$ cat config.mk
export PLATFORM = sky130hd
export DESIGN_NAME = mem_arbiter_flat
export DESIGN_NICKNAME = d
export VERILOG_FILES = /design/src/rtl/mem_arbiter_pkg.sv /design/src/rtl/mem_arbiter_if.sv /design/src/rtl/mem_arb_grant.sv /design/src/rtl/mem_arbiter.sv /design/src/flat_wrapper.sv
export SDC_FILE = /design/constraint.sdc
export NUM_CORES = 1
export LEC_CHECK = 0
export BUFFER_PORTS_ARGS = -buffer_cell sky130_fd_sc_hd__buf_4
export CORE_AREA = 2 2 289 291
export DETAILED_ROUTE_END_ITERATION = 8
export DIE_AREA = 0 0 291 293
export SYNTH_ARGS = -nofsm -noshare
export SYNTH_HDL_FRONTEND = slang
export SYNTH_SLANG_ARGS = --single-unit
$ cat constraint.sdc
create_clock -name clk -period 10.65 [get_ports clk]
set_clock_uncertainty 0.15 [all_clocks]
set_input_delay 0 -clock clk [delete_from_list [all_inputs] [get_ports clk]]
set_output_delay 0 -clock clk [all_outputs]
set_load 0.02 [all_outputs]
$ cat src/rtl/mem_arbiter_pkg.sv
// Shared types for mem_arbiter: FSM state encoding and the owner identifiers
// used to route a completed transaction back to the requester that issued it.
package mem_arbiter_pkg;

    typedef enum logic [1:0] {
        IDLE  = 2'd0,
        ISSUE = 2'd1,
        WAIT  = 2'd2,
        RESP  = 2'd3
    } state_t;

    typedef enum logic {
        OWN_IC = 1'b0,
        OWN_DC = 1'b1
    } owner_t;

endpackage

$ cat src/rtl/mem_arbiter_if.sv
// Bundle of the icache, dcache and backing-memory handshakes around mem_arbiter.
// The arbiter connects through 'master' (it masters the memory port); the
// surrounding caches and memory model use 'slave'.
interface mem_arbiter_if #(
    parameter int ADDR_W = 32,
    parameter int DATA_W = 128
);
    logic              ic_req_valid;
    logic [ADDR_W-1:0] ic_req_addr;
    logic              ic_req_ready;
    logic              ic_resp_valid;
    logic [DATA_W-1:0] ic_resp_data;

    logic              dc_req_valid;
    logic [ADDR_W-1:0] dc_req_addr;
    logic              dc_req_we;
    logic [DATA_W-1:0] dc_req_wdata;
    logic              dc_req_ready;
    logic              dc_resp_valid;
    logic [DATA_W-1:0] dc_resp_data;

    logic              mem_req_valid;
    logic              mem_req_ready;
    logic [ADDR_W-1:0] mem_req_addr;
    logic              mem_req_we;
    logic [DATA_W-1:0] mem_req_wdata;
    logic              mem_resp_valid;
    logic [DATA_W-1:0] mem_resp_data;

    logic              busy;

    modport master (
        input  ic_req_valid, ic_req_addr,
        input  dc_req_valid, dc_req_addr, dc_req_we, dc_req_wdata,
        input  mem_req_ready, mem_resp_valid, mem_resp_data,
        output ic_req_ready, ic_resp_valid, ic_resp_data,
        output dc_req_ready, dc_resp_valid, dc_resp_data,
        output mem_req_valid, mem_req_addr, mem_req_we, mem_req_wdata,
        output busy
    );

    modport slave (
        output ic_req_valid, ic_req_addr,
        output dc_req_valid, dc_req_addr, dc_req_we, dc_req_wdata,
        output mem_req_ready, mem_resp_valid, mem_resp_data,
        input  ic_req_ready, ic_resp_valid, ic_resp_data,
        input  dc_req_ready, dc_resp_valid, dc_resp_data,
        input  mem_req_valid, mem_req_addr, mem_req_we, mem_req_wdata,
        input  busy
    );

endinterface

$ cat src/rtl/mem_arb_grant.sv
// Combinational grant selection between icache and dcache requests.
// MEM_ARB_RR_EN selects round-robin on ties; otherwise dcache always wins.
module mem_arb_grant
    import mem_arbiter_pkg::*;
(
    input  logic   ic_valid,
    input  logic   dc_valid,
    input  owner_t last_owner,
    output logic   grant_ic,
    output logic   grant_dc
);

`ifdef MEM_ARB_RR_EN
    // On a tie the requester that did not win the previous handshake goes first.
    always_comb begin
        grant_ic = 1'b0;
        grant_dc = 1'b0;
        if (ic_valid && dc_valid) begin
            grant_dc = (last_owner == OWN_IC);
            grant_ic = (last_owner == OWN_DC);
        end else begin
            grant_ic = ic_valid;
            grant_dc = dc_valid;
        end
    end
`else
    // Fixed priority has no history, so last_owner is deliberately left unread.
    owner_t unused_last_owner;
    assign unused_last_owner = last_owner;

    assign grant_dc = dc_valid;
    assign grant_ic = ic_valid & ~dc_valid;
`endif

endmodule

$ cat src/rtl/mem_arbiter.sv
// Shares the single backing-memory port between icache refills and dcache
// refill/write-back, one transaction in flight. Define MEM_ARB_RR_EN for round-robin.
module mem_arbiter
    import mem_arbiter_pkg::*;
#(
    parameter int ADDR_W = 32,
    parameter int DATA_W = 128
)(
    input logic           clk,
    input logic           reset,
    mem_arbiter_if.master bus
);

    state_t            state;
    owner_t            owner;
    owner_t            last_owner;
    logic [ADDR_W-1:0] addr_q;
    logic              we_q;
    logic [DATA_W-1:0] wdata_q;
    logic [DATA_W-1:0] resp_data_q;
    logic              mem_req_valid_q;
    logic              ic_resp_valid_q;
    logic              dc_resp_valid_q;
    logic              busy_q;
    logic              grant_ic;
    logic              grant_dc;
    logic              idle;

    assign idle = (state == IDLE);

`ifdef MEM_ARB_RR_EN
    // The owner register only changes on a handshake, so it already is last_owner.
    assign last_owner = owner;
`else
    assign last_owner = OWN_IC;
`endif

    mem_arb_grant u_grant (
        .ic_valid   (bus.ic_req_valid),
        .dc_valid   (bus.dc_req_valid),
        .last_owner (last_owner),
        .grant_ic   (grant_ic),
        .grant_dc   (grant_dc)
    );

    assign bus.ic_req_ready  = idle & grant_ic;
    assign bus.dc_req_ready  = idle & grant_dc;
    assign bus.ic_resp_valid = ic_resp_valid_q;
    assign bus.dc_resp_valid = dc_resp_valid_q;
    assign bus.ic_resp_data  = resp_data_q;
    assign bus.dc_resp_data  = resp_data_q;
    assign bus.mem_req_valid = mem_req_valid_q;
    assign bus.mem_req_addr  = addr_q;
    assign bus.mem_req_we    = we_q;
    assign bus.mem_req_wdata = wdata_q;
    assign bus.busy          = busy_q;

    // Transaction FSM; response pulses are raised on entry to RESP and
    // cleared by default so they last exactly one cycle.
    always_ff @(posedge clk or posedge reset) begin
        if (reset) begin
            state           <= IDLE;
            owner           <= OWN_IC;
            addr_q          <= '0;
            we_q            <= 1'b0;
            wdata_q         <= '0;
            resp_data_q     <= '0;
            mem_req_valid_q <= 1'b0;
            ic_resp_valid_q <= 1'b0;
            dc_resp_valid_q <= 1'b0;
            busy_q          <= 1'b0;
        end else begin
            ic_resp_valid_q <= 1'b0;
            dc_resp_valid_q <= 1'b0;
            case (state)
                IDLE: begin
                    if (grant_dc) begin
                        owner           <= OWN_DC;
                        addr_q          <= bus.dc_req_addr;
                        we_q            <= bus.dc_req_we;
                        wdata_q         <= bus.dc_req_wdata;
                        mem_req_valid_q <= 1'b1;
                        busy_q          <= 1'b1;
                        state           <= ISSUE;
                    end else if (grant_ic) begin
                        owner           <= OWN_IC;
                        addr_q          <= bus.ic_req_addr;
                        we_q            <= 1'b0;
                        wdata_q         <= '0;
                        mem_req_valid_q <= 1'b1;
                        busy_q          <= 1'b1;
                        state           <= ISSUE;
                    end
                end
                ISSUE: begin
                    if (bus.mem_req_ready) begin
                        mem_req_valid_q <= 1'b0;
                        if (we_q) begin
                            ic_resp_valid_q <= (owner == OWN_IC);
                            dc_resp_valid_q <= (owner == OWN_DC);
                            state           <= RESP;
                        end else begin
                            state <= WAIT;
                        end
                    end
                end
                WAIT: begin
                    if (bus.mem_resp_valid) begin
                        resp_data_q     <= bus.mem_resp_data;
                        ic_resp_valid_q <= (owner == OWN_IC);
                        dc_resp_valid_q <= (owner == OWN_DC);
                        state           <= RESP;
                    end
                end
                RESP: begin
                    busy_q <= 1'b0;
                    state  <= IDLE;
                end
                default: begin
                    busy_q <= 1'b0;
                    state  <= IDLE;
                end
            endcase
        end
    end

endmodule

$ cat src/flat_wrapper.sv
// flat-port wrapper written by rule: the top's interface ports become plain ports
module mem_arbiter_flat import mem_arbiter_pkg::*;
#(
    parameter int ADDR_W = 32,
    parameter int DATA_W = 128
)
  (clk, reset, bus_ic_req_valid, bus_ic_req_addr, bus_dc_req_valid, bus_dc_req_addr, bus_dc_req_we, bus_dc_req_wdata, bus_mem_req_ready, bus_mem_resp_valid, bus_mem_resp_data, bus_ic_req_ready, bus_ic_resp_valid, bus_ic_resp_data, bus_dc_req_ready, bus_dc_resp_valid, bus_dc_resp_data, bus_mem_req_valid, bus_mem_req_addr, bus_mem_req_we, bus_mem_req_wdata, bus_busy);
  mem_arbiter_if #(.ADDR_W(ADDR_W), .DATA_W(DATA_W)) bus_i ();
  input logic clk;
  input logic reset;
  input wire logic [$bits(bus_i.ic_req_valid)-1:0] bus_ic_req_valid;
  input wire logic [$bits(bus_i.ic_req_addr)-1:0] bus_ic_req_addr;
  input wire logic [$bits(bus_i.dc_req_valid)-1:0] bus_dc_req_valid;
  input wire logic [$bits(bus_i.dc_req_addr)-1:0] bus_dc_req_addr;
  input wire logic [$bits(bus_i.dc_req_we)-1:0] bus_dc_req_we;
  input wire logic [$bits(bus_i.dc_req_wdata)-1:0] bus_dc_req_wdata;
  input wire logic [$bits(bus_i.mem_req_ready)-1:0] bus_mem_req_ready;
  input wire logic [$bits(bus_i.mem_resp_valid)-1:0] bus_mem_resp_valid;
  input wire logic [$bits(bus_i.mem_resp_data)-1:0] bus_mem_resp_data;
  output wire logic [$bits(bus_i.ic_req_ready)-1:0] bus_ic_req_ready;
  output wire logic [$bits(bus_i.ic_resp_valid)-1:0] bus_ic_resp_valid;
  output wire logic [$bits(bus_i.ic_resp_data)-1:0] bus_ic_resp_data;
  output wire logic [$bits(bus_i.dc_req_ready)-1:0] bus_dc_req_ready;
  output wire logic [$bits(bus_i.dc_resp_valid)-1:0] bus_dc_resp_valid;
  output wire logic [$bits(bus_i.dc_resp_data)-1:0] bus_dc_resp_data;
  output wire logic [$bits(bus_i.mem_req_valid)-1:0] bus_mem_req_valid;
  output wire logic [$bits(bus_i.mem_req_addr)-1:0] bus_mem_req_addr;
  output wire logic [$bits(bus_i.mem_req_we)-1:0] bus_mem_req_we;
  output wire logic [$bits(bus_i.mem_req_wdata)-1:0] bus_mem_req_wdata;
  output wire logic [$bits(bus_i.busy)-1:0] bus_busy;
  assign bus_i.ic_req_valid = bus_ic_req_valid;
  assign bus_i.ic_req_addr = bus_ic_req_addr;
  assign bus_i.dc_req_valid = bus_dc_req_valid;
  assign bus_i.dc_req_addr = bus_dc_req_addr;
  assign bus_i.dc_req_we = bus_dc_req_we;
  assign bus_i.dc_req_wdata = bus_dc_req_wdata;
  assign bus_i.mem_req_ready = bus_mem_req_ready;
  assign bus_i.mem_resp_valid = bus_mem_resp_valid;
  assign bus_i.mem_resp_data = bus_mem_resp_data;
  assign bus_ic_req_ready = bus_i.ic_req_ready;
  assign bus_ic_resp_valid = bus_i.ic_resp_valid;
  assign bus_ic_resp_data = bus_i.ic_resp_data;
  assign bus_dc_req_ready = bus_i.dc_req_ready;
  assign bus_dc_resp_valid = bus_i.dc_resp_valid;
  assign bus_dc_resp_data = bus_i.dc_resp_data;
  assign bus_mem_req_valid = bus_i.mem_req_valid;
  assign bus_mem_req_addr = bus_i.mem_req_addr;
  assign bus_mem_req_we = bus_i.mem_req_we;
  assign bus_mem_req_wdata = bus_i.mem_req_wdata;
  assign bus_busy = bus_i.busy;
  mem_arbiter #(.ADDR_W(ADDR_W), .DATA_W(DATA_W)) u_core (.clk(clk), .reset(reset), .bus(bus_i));
endmodule
Yosys cells after proc, flatten, opt, wreduce, memory -nomap -nowiden
Cells that the tools add are included.

word-level totals
  bits in registers = 296
  output and inout port bits = 423
  logic and storage cells = 56

operators by class
  equality and inequality tests = 6
  muxes and demuxes = 26
  bitwise logic cells = 5
  reductions and logical operators = 9

operators with widths
  operator                                                number
  two-way mux 128 bit                                     2
  two-way mux 32 bit                                      2
  two-way mux 1 bit                                       13
  two-way mux 2 bit                                       4
  case mux 1 bit (2 select lines)                         4
  case mux 2 bit (4 select lines)                         1
  AND reduction 2 bit                                     3
  AND reduction 3 bit                                     2
  nonzero test 2 bit                                      3
  equality test 2 bit (second input constant)             2
  inequality test 2 bit (second input constant)           2
  AND 1 bit                                               3
  inequality test 3 x 2 -> 1 bit (second input constant)  1
  equality test 2 x 1 -> 1 bit (second input constant)    1
  logical NOT 2 bit                                       1
  inverter 1 bit                                          2

Depth between registers and ports, before layout
Gate-level depths: netlist of run 1.

  word-level depth = 5
  depth in mapped cells = 7
  mapped depth without buffers = 5

By module
A second synthesis of run 1 with hierarchy kept.

unflattened totals
  cell total of the unflattened synthesis = 868
  area total of the unflattened synthesis = 12,155.4 um2

modules (own cells, without submodules)
  module         instances  cells an instance  area each (um2)
  mem_arbiter    1          866                12,134.1
  mem_arb_grant  1          2                  21.3

Least setup slack after synthesis of run 1
Ideal clock, no wire load.

  path kind = register -> register
  start point = register u_core.state[0]
  end point = register u_core.we_q (netlist: u_core.bus.mem_req_we)
  setup time = 0.121 ns
  data arrival time = 1.484 ns
  data required time = 10.379 ns
  setup slack = 8.895 ns
  stages on the path, launching flop included = 8
  path buffers = 3
  clock period less this slack = 1.755 ns
  cell sequence = dfrtp_1 inv_1 ha_1 and2_1 clkbuf_2 buf_6 buf_6 a22o_1

on the way
  word-level cells in the longest chain between the ends = 2

ends and longest elaborated chain
  element                               RTL line           RTL
  from (decl)                           mem_arbiter.sv:14  state_t state;
  from (signal assigned)                mem_arbiter.sv:62  state <= IDLE;
  from (signal assigned)                mem_arbiter.sv:84  state <= ISSUE;
  from (signal assigned)                mem_arbiter.sv:92  state <= ISSUE;
  logical NOT 2 bit                     mem_arbiter.sv:75  case (state)
  AND reduction 2 bit (no source line)  -
  to (signal assigned)                  mem_arbiter.sv:80  we_q <= bus.dc_req_we;
  to (decl)                             mem_arbiter.sv:18  logic we_q;

No other way between the ends.
A chain may end at the register's enable or synchronous reset.

Worst setup path in the final report of run 1
  start point = register u_core.state[0]
  end point = register u_core.wdata_q[52] (netlist: u_core.bus.mem_req_wdata[52])

on the way
  word-level cells in the longest chain between the ends = 2

ends and longest elaborated chain
  element                               RTL line           RTL
  logical NOT 2 bit                     mem_arbiter.sv:75
  AND reduction 2 bit (no source line)  -
  to (signal assigned)                  mem_arbiter.sv:81  wdata_q <= bus.dc_req_wdata;
  to (decl)                             mem_arbiter.sv:19  logic [DATA_W-1:0] wdata_q;

No other way between the ends.

==> flow_summary.json, run 1 <==
{
  "synth_cells": 864,
  "placed_cell_area_mm2": 0.0179,
  "seq_cell_area_mm2": 0.00741,
  "synth.cell_area_mm2": 0.0121,
  "hold-worst-slack_ns": 0.0789,
  "cts_resized": 0,
  "die_width_um": 291,
  "critPathMaxStageDelay_ns": 0.75,
  "report.final.setup_viol": 0,
  "switchingPower_mw": 2.73,
  "clockPowerShare_pct": 18.0,
  "cp.buffers_inverters": 3,
  "synth_area_per_cell_um2": 14.0,
  "route.detailed.drc": 0,
  "origin_of_the_worst_setup_path": "u_core.state[0]$_DFFE_PP0P_",
  "cts_hold_buffers": 350,
  "totalNegativeSetupSlack_ns": 0,
  "initial_core_util_pct": 14.8,
  "r2r_start": "u_core.state[0]$_DFFE_PP0P_",
  "finalInstanceArea_mm2": 0.0225,
  "layout-drive-gt1-share_pct": 51.0,
  "clockBufferDepth": 3,
  "track_usage_pct": 10.8,
  "cp_common_cell": "sky130_fd_sc_hd__buf_4",
  "routed_wire_length_per_instance_um": 16.7,
  "area_share_of_the_largest_cell_type_after_synthesis_pct": 61.1,
  "vias_in_the_first_global_route": 11300,
  "multi_input_comb_area_mm2": 0.00342,
  "dr.pass1.iters": 4,
  "antenna_left": 0,
  "post-synth-top-area-cell": "sky130_fd_sc_hd__dfrtp_1",
  "timing.hold.worst.class": "input pin to flop",
  "critical_path.top_delay_family": "buffers and inverters",
  "synth_area_leaders": "sky130_fd_sc_hd__dfrtp_1 (61%), sky130_fd_sc_hd__mux2_2 (12%), sky130_fd_sc_hd__a22o_1 (9.3%), sky130_fd_sc_hd__buf_4 (7.9%), sky130_fd_sc_hd__mux2i_1 (2.7%)",
  "globalRouteOverflowTotal": 0,
  "final_replace_weighted_congestion": 0.768,
  "max_cap_violations": 0,
  "die_area_mm2": 0.0853,
  "cts.sink_count": 296,
  "outcome": "complete, no violations",
  "hold_violations": 0,
  "leakagePower_nw": 10.9,
  "timing.hold.worst.start": "bus_dc_req_wdata[94]",
  "critical_path.endpoint_type": "flop",
  "worst-endpoint-arrival_ns": 3.46,
  "worst_path_max_delay_cell": "sky130_fd_sc_hd__buf_4",
  "worst_slew_margin_rel_pct": 33.0,
  "flop_and_latch_count_out_of_synthesis": 296,
  "swShare_pct": 40.5,
  "fmax_mhz": 317,
  "die_h_um": 293,
  "rsz0062_at_grt": "no",
  "worst_pin_slew_ns": 1.00,
  "cts_setup_buffers": 0,
  "grt_pass1_wl_um": 71000,
  "vias_per_cell": 3.65,
  "area_growth_from_synthesis_to_layout_pct": 86.0,
  "share_of_total_power_in_combinational_logic_pct": 51.1,
  "synth-async-reset-ratio_pct": 100,
  "worstSkewPairLatency_ns": 0.53,
  "post-synth-top-count-cell": "sky130_fd_sc_hd__dfrtp_1",
  "totalWireLength_um": 48800,
  "internal_power_mw": 4.01,
  "clockRootBuffer": "sky130_fd_sc_hd__clkbuf_16",
  "drt-initial-drc-count": 341,
  "design.core.area_mm2": 0.0818,
  "num_vias": 10700,
  "clkTransAtPathRegs_ns": 0.06,
  "period_share_pct": 29.6,
  "timing.critical_path.required_ns": 10.96,
  "cts_tree": "yes",
  "cp-start-kind": "flop",
  "synth_cell_types": 28,
  "layout_min_cycle_time_ns": 3.15,
  "syn_nets": 1196,
  "postSynth.topFlopCell": "sky130_fd_sc_hd__dfrtp_1",
  "cts-buffers-inserted": 34,
  "grt_max_degree": 160,
  "seqPwrFrac_pct": 30.9,
  "pin_count": 750,
  "n_fill_cell": 8354,
  "synth_warnings": 0,
  "powerDensity_mw_per_mm2": 299,
  "finalNetCount": 2157,
  "numPortBuffers": 749,
  "timing.critical_path.cells": "inv_1 > ha_1 > and2_4 > buf_4 > buf_4 > a22o_1",
  "ys_seq_area_share_pct": 61.1,
  "critical_path.max_fanout": 73,
  "synth_enable_flop_cells": 0,
  "synth.cells.most_frequent": "sky130_fd_sc_hd__dfrtp_1 (296), sky130_fd_sc_hd__a22o_1 (129), sky130_fd_sc_hd__buf_4 (128), sky130_fd_sc_hd__mux2_2 (128), sky130_fd_sc_hd__buf_2 (40)",
  "htree_levels": 2,
  "placement_rows": 105,
  "report.final.slew_viol_count": 0,
  "dp_hpwl_um": 34800,
  "critPathKind": "flop to flop",
  "vdd.ir_drop.worst_mv": 0.127,
  "number_of_antenna_violations_at_the_first_check_in_global_routing": 15
}
-- cell families (layout without fill, tap and decap cells) --
family,count (synthesis),after routing,share of synthesized area [%]
flip-flops,296,296,61.1
other,0,2,0
adder cells (fa/ha/maj),5,5,0.516
AO/OA/AOI/OAI,170,170,11.2
multiplexers,162,162,14.7
buffers and inverters,185,1167,10.8
AND/OR/NAND/NOR,46,46,1.67
-- layer usage --
layer | vias up | GRT usage (%) | part of all wire (%)
met4 | 2 | 3.56 | 3.1
met2 | 531 | 19.8 | 52
met1 | 5169 | 12.2 | 39
met3 | 90 | 2.75 | 6.7
li1 | 4867 | - | -
met5 | - | 0 | 0.027
-- cell type report --
| cell class | count | share of cell area [%] |
|---|---|---|
| Timing Repair Buffer | 1107 | 40.9 |
| Sequential cell | 296 | 32.9 |
| Multi-Input combinational cell | 383 | 15.2 |
| Tap cell | 1070 | 5.94 |
| Clock buffer | 49 | 4.48 |
| Clock inverter | 8 | 0.544 |
| Inverter | 3 | 0.0833 |
| Antenna cell | 2 | 0.0222 |
-- worst reg2reg max path, cell delays in order (launching register included) --
cell	delay, ns
sky130_fd_sc_hd__dfrtp_1	0.43
sky130_fd_sc_hd__inv_1	0.14
sky130_fd_sc_hd__ha_1	0.34
sky130_fd_sc_hd__and2_4	0.32
sky130_fd_sc_hd__buf_4	0.52
sky130_fd_sc_hd__buf_4	0.85
sky130_fd_sc_hd__a22o_1	0.34
-- through the flow --
stage | total power, mW | setup WS [ns] | instances | util, %
final | 6.74 | 7.50 | 2918 | 27.5
after detailed placement | 5.36 | 7.56 | 2509 | 21.9
after global routing | 7.07 | 7.35 | 2917 | 27.5
after global placement | 5.33 | 7.58 | 2509 | 21.9
after floorplan | 4.08 | 2.32 | 864 | -
after CTS | 6.80 | 7.53 | 2916 | 27.5
-- flip-flops by register name (all words and copies together), names as in the netlist --
register / cells
u_core.bus.busy: 1
u_core.bus.mem_req_addr: 32
u_core.bus.mem_req_valid: 1
u_core.bus.dc_resp_valid: 1
u_core.owner: 1
u_core.state: 2
u_core.bus.mem_req_we: 1
u_core.bus.ic_resp_valid: 1
u_core.bus.mem_req_wdata: 128
u_core.bus.dc_resp_data: 128
-- worst paths after layout --
| path | to | depth (start not counted) | slack (ns) |
|---|---|---|---|
| min in group asynchronous | u_core.bus.mem_req_wdata[78]$_DFFE_PP0P_ | 4 | 0.59 |
| max in group asynchronous | u_core.bus.dc_resp_data[22]$_DFFE_PP0P_ | 5 | 8.27 |
| hold / removal | u_core.bus.mem_req_wdata[94]$_DFFE_PP0P_ | 3 | 0.08 |
| setup / recovery | u_core.bus.mem_req_wdata[52]$_DFFE_PP0P_ | 6 | 7.50 |
| setup reg to reg | u_core.bus.mem_req_wdata[52]$_DFFE_PP0P_ | 6 | 7.50 |
| hold reg to reg | u_core.bus.mem_req_addr[18]$_DFFE_PP0P_ | 2 | 0.33 |
-- cell usage in the layout, fill, tap and decap left out, types with 3 or more instances in the layout --
cell,synthesis,final
sky130_fd_sc_hd__dlygate4sd3_1,0,350
sky130_fd_sc_hd__o21ai_0,31,31
sky130_fd_sc_hd__clkinv_2,0,3
sky130_fd_sc_hd__mux2_2,128,128
sky130_fd_sc_hd__dfrtp_1,296,296
sky130_fd_sc_hd__bufinv_16,0,3
sky130_fd_sc_hd__o31ai_1,3,3
sky130_fd_sc_hd__buf_4,128,755
sky130_fd_sc_hd__ha_1,5,5
sky130_fd_sc_hd__nand2_1,35,34
sky130_fd_sc_hd__clkbuf_16,0,35
sky130_fd_sc_hd__mux2i_1,33,33
sky130_fd_sc_hd__a22o_1,129,129
sky130_fd_sc_hd__clkbuf_1,2,6
sky130_fd_sc_hd__clkbuf_8,0,8
-- power groups by stage --
stage          logic (mW)  clock network [mW]  registers (mW)
3_5_place_dp         3.28                   0            2.08
4_1_cts              3.45                1.27            2.08
2_1_floorplan        1.49                   0            2.60
6_report             3.44                1.21            2.08
3_3_place_gp         3.25                   0            2.08
5_1_grt              3.62                1.30            2.14
Note: power is estimated with default switching activity, not from simulation.
==> run 2: changes to the inputs <==
ABC_AREA = 1   (was not set)
CORE_AREA = 2 2 290 292   (was 2 2 289 291)
DIE_AREA = 0 0 292 294   (was 0 0 291 293)
clock period = 2.91 ns   (was 10.65 ns; I/O delays follow)
==> flow_summary.json, run 2 <==
{
  "outcome": "complete, no violations",
  "clkTransAtPathRegs_ns": 0.06,
  "worst_path_max_delay_cell": "sky130_fd_sc_hd__dlygate4sd3_1",
  "worstSkewPairLatency_ns": 0.53,
  "synth.cell_area_mm2": 0.0129,
  "synth_enable_flop_cells": 0,
  "worst_pin_slew_ns": 0.837,
  "dp_hpwl_um": 37700,
  "area_growth_from_synthesis_to_layout_pct": 87.8,
  "flop_and_latch_count_out_of_synthesis": 296,
  "placement_rows": 106,
  "pin_count": 750,
  "design.core.area_mm2": 0.0829,
  "cp.buffers_inverters": 4,
  "antenna_left": 0,
  "timing.critical_path.required_ns": 3.16,
  "vias_in_the_first_global_route": 14700,
  "final_common_cell": "sky130_fd_sc_hd__buf_4",
  "critical_path.endpoint_type": "flop",
  "max_cap_violations": 0,
  "layout-drive-gt1-share_pct": 33.6,
  "drt-initial-drc-count": 658,
  "rsz0062_at_grt": "no",
  "cts-buffers-inserted": 36,
  "powerDensity_mw_per_mm2": 1020,
  "synth.cells.most_frequent": "sky130_fd_sc_hd__nand2_1 (599), sky130_fd_sc_hd__dfrtp_1 (296), sky130_fd_sc_hd__nand3_1 (295)",
  "critical_path.top_delay_family": "buffers and inverters",
  "synth_area_per_cell_um2": 8.77,
  "seq_cell_area_mm2": 0.00741,
  "die_width_um": 292,
  "dr.pass1.iters": 5,
  "numPortBuffers": 749,
  "route.detailed.drc": 0,
  "synth_cell_types": 17,
  "post-synth-top-count-cell": "sky130_fd_sc_hd__nand2_1",
  "synth-async-reset-ratio_pct": 100,
  "report.power.total_mw": 24.9,
  "critPathMaxStageDelay_ns": 0.57,
  "ys_seq_area_share_pct": 57.2,
  "hold_violations": 0,
  "report.final.slew_viol_count": 0,
  "number_of_antenna_violations_at_the_first_check_in_global_routing": 4,
  "clockBufferDepth": 3,
  "timing.critical_path.cells": "inv_2 > ha_4 > buf_16 > nand2_2 > nand2_1 > nor2_1 > dlygate4sd3_1 > nand2_1 > nand2_1 > dlygate4sd3_1",
  "track_usage_pct": 12.6,
  "area_share_of_the_largest_cell_type_after_synthesis_pct": 57.2,
  "n_fill_cell": 8513,
  "syn_nets": 1808,
  "num_vias": 14200,
  "grt_max_degree": 131,
  "die_area_mm2": 0.0858,
  "finalNetCount": 2819,
  "htree_levels": 2,
  "totalWireLength_um": 57300,
  "period_share_pct": 93.1,
  "hold-worst-slack_ns": 0.0457,
  "die_h_um": 294,
  "vdd.ir_drop.worst_mv": 0.592,
  "cp_common_cell": "sky130_fd_sc_hd__nand2_1",
  "most-common-layout-cells": "sky130_fd_sc_hd__buf_4 (768), sky130_fd_sc_hd__nand2_1 (595), sky130_fd_sc_hd__dlygate4sd3_1 (420), sky130_fd_sc_hd__nand3_1 (295), sky130_fd_sc_hd__dfrtp_1 (295)",
  "worst-endpoint-arrival_ns": 2.96,
  "grt_pass1_wl_um": 85500,
  "final_replace_weighted_congestion": 0.844,
  "fmax_mhz": 369,
  "timing.hold.worst.class": "input pin to flop",
  "multi_input_comb_area_mm2": 0.00412,
  "routed_wire_length_per_instance_um": 16.0,
  "globalRouteOverflowTotal": 0,
  "layout_min_cycle_time_ns": 2.71,
  "critical_path.max_fanout": 42,
  "cts.sink_count": 296,
  "cp-start-kind": "flop",
  "vias_per_cell": 3.95,
  "totalNegativeSetupSlack_ns": 0,
  "report.final.setup_viol": 0,
  "synth_warnings": 0,
  "cts_tree": "yes",
  "worst_slew_margin_rel_pct": 44.1,
  "postSynth.topFlopCell": "sky130_fd_sc_hd__dfrtp_1",
  "synth_area_leaders": "sky130_fd_sc_hd__dfrtp_1 (57%), sky130_fd_sc_hd__nand2_1 (17%), sky130_fd_sc_hd__nand3_1 (11%), sky130_fd_sc_hd__buf_4 (7.7%), sky130_fd_sc_hd__buf_2 (2.0%)",
  "synth_cells": 1476,
  "critPathKind": "flop to flop",
  "leakagePower_nw": 12.5,
  "clockRootBuffer": "sky130_fd_sc_hd__clkbuf_16",
  "post-synth-top-area-cell": "sky130_fd_sc_hd__dfrtp_1",
  "initial_core_util_pct": 15.6
}
[run 2: changes by cell type after synthesis, moves of 17 or more]
cell,before,now
sky130_fd_sc_hd__o21a_1,0,32
sky130_fd_sc_hd__mux2_2,128,0
sky130_fd_sc_hd__o21ai_0,31,1
sky130_fd_sc_hd__buf_1,0,17
sky130_fd_sc_hd__nand2_1,35,599
sky130_fd_sc_hd__nand3_1,2,295
sky130_fd_sc_hd__a22o_1,129,0
sky130_fd_sc_hd__mux2i_1,33,0
sky130_fd_sc_hd__clkbuf_1,2,25
[run 2: path summary, 6_finish.rpt]
check	cells after the start	start	end	slack, ns
setup / recovery	10	u_core.state[0]$_DFFE_PP0P_	u_core.state[0]$_DFFE_PP0P_	0.20
hold / removal	4	bus_dc_req_wdata[121]	u_core.bus.mem_req_wdata[121]$_DFFE_PP0P_	0.05
setup reg to reg	10	u_core.state[0]$_DFFE_PP0P_	u_core.state[0]$_DFFE_PP0P_	0.20
hold reg to reg	2	u_core.bus.mem_req_valid$_DFFE_PP0P_	u_core.bus.mem_req_valid$_DFFE_PP0P_	0.34
max in group asynchronous	5	reset	u_core.bus.dc_resp_data[66]$_DFFE_PP0P_	1.15
min in group asynchronous	4	reset	u_core.bus.mem_req_wdata[126]$_DFFE_PP0P_	0.47
[run 2: per-stage QoR]
stage               utilization [%]  std cells  area, um^2  setup slack (ns)
finish                         29.3       3594       24300             0.202
global route                   29.3       3592       24300            0.0275
CTS                            29.3       3591       24300            0.0379
detailed placement             22.8       3108       18900             0.615
global placement               22.8       3108       18900             0.673
floorplan                         -       1476       12900             -1.17
[run 2: power breakdown]
part / switching, mW / leakage (nW) / internal [mW]
Combinational: 7.44 / 8.19 / 5.59
Sequential: 1.48 / 3.72 / 5.89
Clock: 1.85 / 0.576 / 2.68
[run 2: layer usage]
layer / wire length, um / global-route usage (%)
met5: 57 / 0
met4: 2980 / 6.56
met3: 4150 / 3.39
met1: 21900 / 14.2
met2: 28200 / 21.8
[run 2: cells by family (layout without fill, tap and decap cells)]
| group | Yosys count | count (layout) | synth area share (%) |
|---|---|---|---|
| compound gates | 36 | 36 | 2.01 |
| fa+ha+maj | 5 | 5 | 0.483 |
| buf+inv | 238 | 1274 | 11.3 |
| flops | 296 | 296 | 57.2 |
| other cells | 0 | 2 | 0 |
| simple gates | 901 | 901 | 29.0 |
[run 2: layout make-up]
cell class                 count  share of cell area [%]
antenna                        2                  0.0206
inverter                      12                   0.221
tap                         1080                    5.56
sequential                   296                    30.5
multi-input combinational    942                    17.0
clock inverter                12                   0.535
clock buffer                  51                    4.28
timing repair buffer        1199                    42.0
[run 2: worst reg2reg max path: cells and delay by family, from the launching register on]
kind,cells,cell delay (ns)
buf+inv,4,1.44
fa+ha+maj,1,0.23
flops,1,0.45
simple gates,5,0.32
[run 2: what timing repair did]
action,CTS,global route
hold endpoints to repair,592,0
setup endpoints to repair,0,15
setup buffers,0,0
hold buffers,420,0
resized for setup,0,6
